File: config.mk
export PLATFORM = sky130hd
export DESIGN_NAME = fetch_unit
export DESIGN_NICKNAME = d
export VERILOG_FILES = /design/src/rtl/fetch_unit.sv
export SDC_FILE = /design/constraint.sdc
export NUM_CORES = 1
export LEC_CHECK = 0
export ABC_AREA = 1
export CAP_MARGIN = 20
export CORE_ASPECT_RATIO = 0.7
export CORE_MARGIN = 2
export CORE_UTILIZATION = 46
export CTS_CLUSTER_DIAMETER = 150
export DETAILED_ROUTE_END_ITERATION = 10
export PLACE_DENSITY = 0.77
export SETUP_SLACK_MARGIN = 0.05
export SLEW_MARGIN = 20
export SYNTH_ARGS = -nofsm -noshare
export SYNTH_HDL_FRONTEND = slang
export SYNTH_SLANG_ARGS = --single-unit
File: constraint.sdc
create_clock -name clk -period 4 [get_ports clk]
set_input_delay 0.4 -clock clk [delete_from_list [all_inputs] [get_ports clk]]
set_output_delay 0.4 -clock clk [all_outputs]
set_load 0.005 [all_outputs]
File: src/rtl/fetch_unit.sv
// rtl/fetch_unit.sv - instruction fetch front end: PC register, blocking imem fetch, instruction FIFO
//
// Owns the architectural fetch PC and issues one word fetch at a time. Each
// returned instruction is tagged with its address and buffered for decode.
// A redirect retargets the PC, flushes the buffer and discards any in-flight
// response.
//
// Ports:
//   clk, reset                  clock; synchronous active-high reset
//   redirect_valid, redirect_pc control-flow change and its target
//   imem_req_valid/ready/addr   fetch request channel
//   imem_rsp_valid/data         fetch response, one pulse per accepted request
//   inst_valid/ready            decode handshake on the buffer head
//   inst_data, inst_pc, inst_pc4 head instruction, its address, address + 4

module fetch_unit #(
  parameter logic [31:0] RESET_PC   = 32'h0000_3000,
  parameter int          FIFO_DEPTH = 2
) (
  input  logic        clk,
  input  logic        reset,
  input  logic        redirect_valid,
  input  logic [31:0] redirect_pc,
  output logic        imem_req_valid,
  input  logic        imem_req_ready,
  output logic [31:0] imem_req_addr,
  input  logic        imem_rsp_valid,
  input  logic [31:0] imem_rsp_data,
  output logic        inst_valid,
  input  logic        inst_ready,
  output logic [31:0] inst_data,
  output logic [31:0] inst_pc,
  output logic [31:0] inst_pc4
);

  localparam int PTR_W = $clog2(FIFO_DEPTH);
  localparam int CNT_W = PTR_W + 1;

  typedef enum logic [1:0] {
    IDLE = 2'd0,  // nothing outstanding
    WAIT = 2'd1,  // one request outstanding, its data is wanted
    DROP = 2'd2   // one request outstanding, its data is stale
  } state_t;

  state_t            state;
  logic [31:0]       pc;
  logic [31:0]       req_pc;
  logic [31:0]       fifo_pc   [FIFO_DEPTH];
  logic [31:0]       fifo_inst [FIFO_DEPTH];
  logic [PTR_W-1:0]  rd_ptr;
  logic [PTR_W-1:0]  wr_ptr;
  logic [CNT_W-1:0]  count;

  logic req_fire;
  logic push;
  logic pop;
  logic [31:0] redirect_target;
  logic unused_redirect_low;

  assign redirect_target     = {redirect_pc[31:2], 2'b00};
  assign unused_redirect_low = ^redirect_pc[1:0];

  // Request valid depends only on state registers; the reset term keeps the
  // channel quiet while reset is held, regardless of the register contents.
  assign imem_req_valid = !reset && (state == IDLE) && (count < CNT_W'(FIFO_DEPTH));
  assign imem_req_addr  = pc;
  assign req_fire       = imem_req_valid && imem_req_ready;

  // A response that coincides with a redirect belongs to the old path.
  assign push = (state == WAIT) && imem_rsp_valid && !redirect_valid;
  assign pop  = inst_valid && inst_ready;

  assign inst_valid = (count != '0);
  assign inst_data  = fifo_inst[rd_ptr];
  assign inst_pc    = fifo_pc[rd_ptr];
  assign inst_pc4   = fifo_pc[rd_ptr] + 32'd4;

  // Control state: PC, outstanding request tracking and FIFO bookkeeping.
  always_ff @(posedge clk) begin
    if (reset) begin
      state  <= IDLE;
      pc     <= RESET_PC;
      req_pc <= RESET_PC;
      rd_ptr <= '0;
      wr_ptr <= '0;
      count  <= '0;
    end else begin
      if (req_fire) begin
        req_pc <= pc;
        pc     <= pc + 32'd4;
      end
      // Redirect overrides the sequential increment.
      if (redirect_valid) begin
        pc <= redirect_target;
      end

      case (state)
        IDLE: begin
          // A response here is a protocol violation and is ignored.
          if (req_fire) begin
            state <= redirect_valid ? DROP : WAIT;
          end
        end
        WAIT: begin
          if (imem_rsp_valid) begin
            state <= IDLE;
          end else if (redirect_valid) begin
            state <= DROP;
          end
        end
        DROP: begin
          if (imem_rsp_valid) begin
            state <= IDLE;
          end
        end
        default: state <= IDLE;
      endcase

      if (redirect_valid) begin
        // Flush voids any concurrent pop and the (already suppressed) push.
        rd_ptr <= '0;
        wr_ptr <= '0;
        count  <= '0;
      end else begin
        if (push) begin
          wr_ptr <= wr_ptr + PTR_W'(1);
        end
        if (pop) begin
          rd_ptr <= rd_ptr + PTR_W'(1);
        end
        case ({push, pop})
          2'b10:   count <= count + CNT_W'(1);
          2'b01:   count <= count - CNT_W'(1);
          default: count <= count;
        endcase
      end
    end
  end

  // Buffer storage needs no reset: entries are only read while count != 0.
  always_ff @(posedge clk) begin
    if (push) begin
      fifo_pc[wr_ptr]   <= req_pc;
      fifo_inst[wr_ptr] <= imem_rsp_data;
    end
  end

endmodule

==> impl_metrics.tcl, run 1 <==
set metrics [dict create \
    status "completed" \
    reg2reg_slack_ns 1.87 \
    grt_overflow 0 \
    place.gp.congestion 0.9302 \
    post_cts_resized 0 \
    multi_input_area_um2 3357 \
    worst-path-buf-inv 3 \
    clk_pin_slew_ns 0.07 \
    synth_cell_types 35 \
    fin_tns_setup_ns 0 \
    max_freq_mhz 294.9 \
    vias 7397 \
    cts_tree "yes" \
    clock_latency_ns 0.42 \
    yosysSeqAreaShare_pct 56.14 \
    cpMostUsedCell "nand2_1" \
    cap_violations 0 \
    grt_first_pass_wirelength_mm 36.43 \
    cp-start-kind "register" \
    syn_inst 1001 \
    power_density_nw_per_um2 351.0 \
    synth_largest_area_cell "edfxtp_1" \
    dpl_worst_slack_ns 0.8080 \
    finClkSkew_ns 0.01106 \
    grtUsageTotal_pct 22.62 \
    relSlewSlack_pct 43.35 \
    worst_path_dominant_cell_family "buffers and inverters" \
    final_nets 1259 \
    synthToLayoutAreaGrowth_pct 30.15 \
    synth_top_flop_cell "edfxtp_1" \
    setup_viol 0 \
    die_y_um 121.2 \
    cts_root_buf "clkbuf_16" \
    ctsLongestPathBuffers 2 \
    path_max_fanout 26 \
    hpwlAfterDp_mm 16.72 \
    first_pass_iters 8 \
    path_class "register to primary output" \
    initial_core_util_pct 47.29 \
    dieArea_um2 20770 \
    period_minus_slack_ns 3.391 \
    synthArstFlopShare_pct 0 \
    via_per_inst 5.056 \
    rows 42 \
    ios 200 \
    path_cells "nand2_1, o21ai_1, inv_1, ha_1, nand2_1, inv_1, nand2_2, nor2_4, nand2_1, xor2_1, clkdlybuf4s50_1" \
    ant_nets 0 \
    drt_iter0_drc 744 \
    routed_wl_mm 22.97 \
    seqCellArea_um2 5069 \
    routedWlPerCell_um 15.70 \
    crit_required_ns 3.60 \
    reg2reg_to "imem_req_addr[14]" \
    hp-class "register to register" \
    grt_pass1_vias 6972 \
    grt_setup_unrepaired "no" \
    critPathCapture "inst_pc4[18]" \
    final_cell_mix "263 x nand2_1, 191 x clkdlybuf4s50_1, 124 x edfxtp_1" \
    final.period_utilization_pct 84.77 \
    finalPower_uw 4122 \
    ys_warn_count 0 \
    cp.depth 11 \
    route.detailed.drc 0 \
    r2r_start "state[0]" \
    r2r_cells 9 \
    slowest_stage "clkdlybuf4s50_1" \
    final_common_cell "nand2_1" \
    layout_setup_ws_ns 0.6093 \
    hold_violations 0 \
    cts_max_level 4 \
    fillCellCount 1607 \
    syn_area_per_cell_um2 9.012 \
    grt_start_max_net_pins 63 \
    drive_above_1_share_pct 9.341 \
    tightest_slew_ns 0.8498 \
    diodes 0 \
    arrival_ns 2.99 \
    port_buffers 191 \
    synth_top_area_share_pct 41.28 \
    syn_area_um2 9021 \
    leakage_uw 0.004296 \
    synth_edf_count 124 \
    crit_path_end_kind "primary output" \
    clock-sinks 191 \
    ys_ff_latch 191 \
    synth_area_leaders "edfxtp_1 41%, dfxtp_1 15%, nand2_1 11%" \
    fp.dieW_um 171.4 \
    cts_made_buffers 17 \
    drv_slew 0 \
    antenna_found_initial 0 \
    slowest_delay_ns 0.57 \
    ir_worst_vdd_v 0.0003757 \
    core_um2 19080 \
]
stage by stage:
| stage | cells | hold WS (ns) | cell area (µm²) | util [%] |
|---|---|---|---|---|
| 3_5_place_dp | 1430 | 0.4414 | 11140 | 58.39 |
| 6_report | 1463 | 0.4538 | 11740 | 61.55 |
| 3_3_place_gp | 1430 | 0.4321 | 11140 | 58.39 |
| 4_1_cts | 1462 | 0.4571 | 11720 | 61.45 |
| 5_1_grt | 1463 | 0.4697 | 11740 | 61.55 |
| 2_1_floorplan | 1006 | 0.4203 | 9040 | - |
cells in the mapped netlist (all sizes together), types with 7 or more instances:
cell    instances
a21oi          69
a31oi           7
buf            26
clkbuf         12
dfxtp          67
edfxtp        124
inv           107
mux2           32
nand2         268
nand3          50
nand4           7
nor2          127
o21ai          63
xor2           19
report_power, final:
part,switching [µW],internal (µW)
Clock,718,913
Sequential,55.4,2140
Combinational,142,152
state kept, by name (all words and copies together), names as in the netlist, named ones only:
name           count
count              2
fifo_inst         64
fifo_pc           60
imem_req_addr     30
rd_ptr             1
req_pc            30
state              2
wr_ptr             1
worst min-delay path by stage:
stage               startpoint        endpoint  slack, ns  depth (start not counted)
finish              req_pc[30]  fifo_pc[1][30]       0.45                          0
global route        req_pc[30]  fifo_pc[1][30]       0.47                          0
CTS                 req_pc[30]  fifo_pc[0][30]       0.46                          0
detailed placement      rd_ptr        register       0.44                          1
global placement    req_pc[29]  fifo_pc[1][29]       0.43                          0
floorplan           req_pc[19]  fifo_pc[0][19]       0.42                          0
layer usage:
layer	part of all wire, %	up-vias	global-route usage (%)
li1	-	3661	-
met4	0.79	0	4.555
met5	0	-	0
met3	8.8	19	4.892
met2	43	322	33.52
met1	48	3395	34.11
cell type report:
class | instances | area share (%)
sequential | 191 | 43.17
multi-input combinational | 669 | 28.59
timing repair buffer | 199 | 17.01
clock buffer | 22 | 4.326
inverter | 108 | 3.453
tap | 264 | 2.813
clock inverter | 10 | 0.6394
cell families after synthesis:
family | Yosys count | synth area share [%]
other | 1 | 0.04157
DFF | 191 | 56.14
xor gates and xnor gates | 23 | 2.233
adders and majority gates | 3 | 0.4161
muxes | 32 | 3.995
buffers and inverters | 146 | 7.018
AOI/OAI and AO/OA | 146 | 9.265
and+or+nand+nor | 459 | 20.89
what timing repair did:
item                                    4_1_cts  5_1_grt
hold endpoints to repair                      0        0
buffers inserted                              0        1
endpoints found under the setup margin        0        1
hold buffers                                  0        0
No activity file was read; power rests on OpenSTA's default activity.
==> run 2: changes to the inputs <==
Settings changed: CORE_UTILIZATION 46 to 51, PLACE_DENSITY 0.77 to 0.81.
Clock period 4 ns to 3.2 ns, I/O delays scaled along.
==> impl_metrics.tcl, run 2 (synthesis results as in run 1) <==
set metrics [dict create \
    grt_pass1_vias 6724 \
    min_from "rd_ptr" \
    routedWlPerCell_um 15.35 \
    hpwlAfterDp_mm 15.92 \
    port_buffers 191 \
    die_y_um 115.3 \
    dpl_worst_slack_ns 0.4137 \
    leakage_uw 0.004420 \
    dieArea_um2 18790 \
    antenna_found_initial 0 \
    cts_max_level 4 \
    fin_tns_setup_ns 0 \
    final.period_utilization_pct 93.69 \
    status "completed" \
    ant_nets 0 \
    core_um2 17220 \
    crit_required_ns 2.88 \
    diodes 0 \
    fillCellCount 1342 \
    ctsLongestPathBuffers 2 \
    drive_above_1_share_pct 11.34 \
    final_nets 1277 \
    ir_worst_vdd_v 0.0003497 \
    hold_violations 0 \
    hp-class "register to register" \
    final_cell_mix "263 x nand2_1, 191 x clkdlybuf4s50_1, 124 x edfxtp_1" \
    arrival_ns 2.68 \
    cp-start-kind "register" \
    setup_viol 0 \
    layout_setup_ws_ns 0.2019 \
    grt_setup_unrepaired "no" \
    tightest_slew_ns 0.5662 \
    synthToLayoutAreaGrowth_pct 32.00 \
    routed_wl_mm 22.22 \
    vias 7464 \
    reg_top3 "fifo_inst: 64 flops, fifo_pc: 60 flops" \
    clock-sinks 191 \
    grt_first_pass_wirelength_mm 34.15 \
    grt_overflow 0 \
    cap_violations 0 \
    path_max_fanout 21 \
    path_class "register to primary output" \
    cts_root_buf "clkbuf_16" \
    initial_core_util_pct 52.40 \
    power_density_nw_per_um2 431.0 \
    via_per_inst 5.155 \
    drv_slew 0 \
    r2r_start "imem_req_addr[2]" \
    finClkSkew_ns 0.008375 \
    reg2reg_to "imem_req_addr[16]" \
    first_pass_iters 5 \
    place.gp.congestion 0.9328 \
    rows 40 \
    final_common_cell "nand2_1" \
    max_freq_mhz 333.5 \
    r2r_cells 10 \
    crit_path_end_kind "primary output" \
    grt_start_max_net_pins 63 \
    relSlewSlack_pct 61.85 \
    clock_latency_ns 0.42 \
    cts_tree "yes" \
    route.detailed.drc 0 \
    ios 200 \
    ctsHoldBuffers 0 \
    reg2reg_slack_ns 1.15 \
    largest_reg_flops 64 \
    clk_pin_slew_ns 0.06 \
    hold_depth 1 \
    drt_iter0_drc 696 \
    fp.dieW_um 163.0 \
    finalPower_uw 5132 \
    cts_made_buffers 17 \
    period_minus_slack_ns 2.998 \
    grtUsageTotal_pct 23.38 \
    largest-register "fifo_inst" \
]
==> run 2: changes by cell type in the layout (fill, tap and decap cells not counted), moves of 2 or more <==
cell	before	now
a21oi_2	11	9
a21oi_4	0	2
buf_4	6	20
clkbuf_16	20	17
clkinvlp_4	3	1
inv_6	1	3
nor2_4	6	8
o21ai_1	7	3
o21ai_2	7	10
==> run 2: timing repair <==
item	CTS	global route
buffers inserted	1	11
gates resized for setup	3	11
pin swaps	0	2
setup endpoints to repair	16	20
==> run 2: cell type report <==
cell class	count	area, µm²	area share (%)
Sequential cell	191	5069	42.57
Multi-Input combinational cell	669	3420	28.72
Timing Repair Buffer	217	2162	18.16
Clock buffer	18	429.2	3.604
Inverter	108	405.4	3.404
Tap cell	231	289.0	2.427
Clock inverter	14	133.9	1.124
==> run 2: worst max-delay path: stages, from the launching register on <==
cell             delay (ns)
dfxtp_4                0.40
buf_8                  0.19
o21ai_2                0.26
nand2_1                0.15
nor2_4                 0.22
nand2_2                0.14
nor2_4                 0.16
nand2_1                0.08
xor2_1                 0.13
clkdlybuf4s50_1        0.54
==> run 2: worst max-delay path by stage <==
stage	cells past startpoint	slack, ns	startpoint	endpoint
floorplan	3	-0.50	redirect_valid	fifo_inst[0][0]
detailed placement	9	0.41	register	inst_pc4[16]
global route	10	0.05	register	inst_pc4[27]
finish	9	0.20	register	inst_pc4[17]
global placement	10	0.46	register	inst_pc4[18]
CTS	9	0.06	register	inst_pc4[17]
==> run 2: routing by layer <==
metal  share of wire (%)  GRT usage (%)  vias to the layer above
li1                    -              -                     3690
met1                  47          35.00                     3428
met2                  43          34.94                      325
met3                 8.8          5.303                       21
met4                 1.2          5.015                        0
met5                   0              0                        -
==> run 2: metrics by stage <==
step	utilization (%)	hold slack, ns	area, µm²	std cells
floorplan	-	0.4189	9040	1006
global placement	64.91	0.4279	11170	1404
detailed placement	64.91	0.4369	11170	1404
CTS	68.37	0.4521	11770	1437
global route	69.16	0.4563	11910	1448
finish	69.16	0.4528	11910	1448
==> run 2: power breakdown <==
| group | internal, µW | leakage, µW | total (µW) | switching [µW] |
|---|---|---|---|---|
| clock | 1090 | 0.000279 | 2010 | 925 |
| sequential | 2680 | 0.00173 | 2750 | 69.5 |
| combinational | 196 | 0.00241 | 372 | 176 |
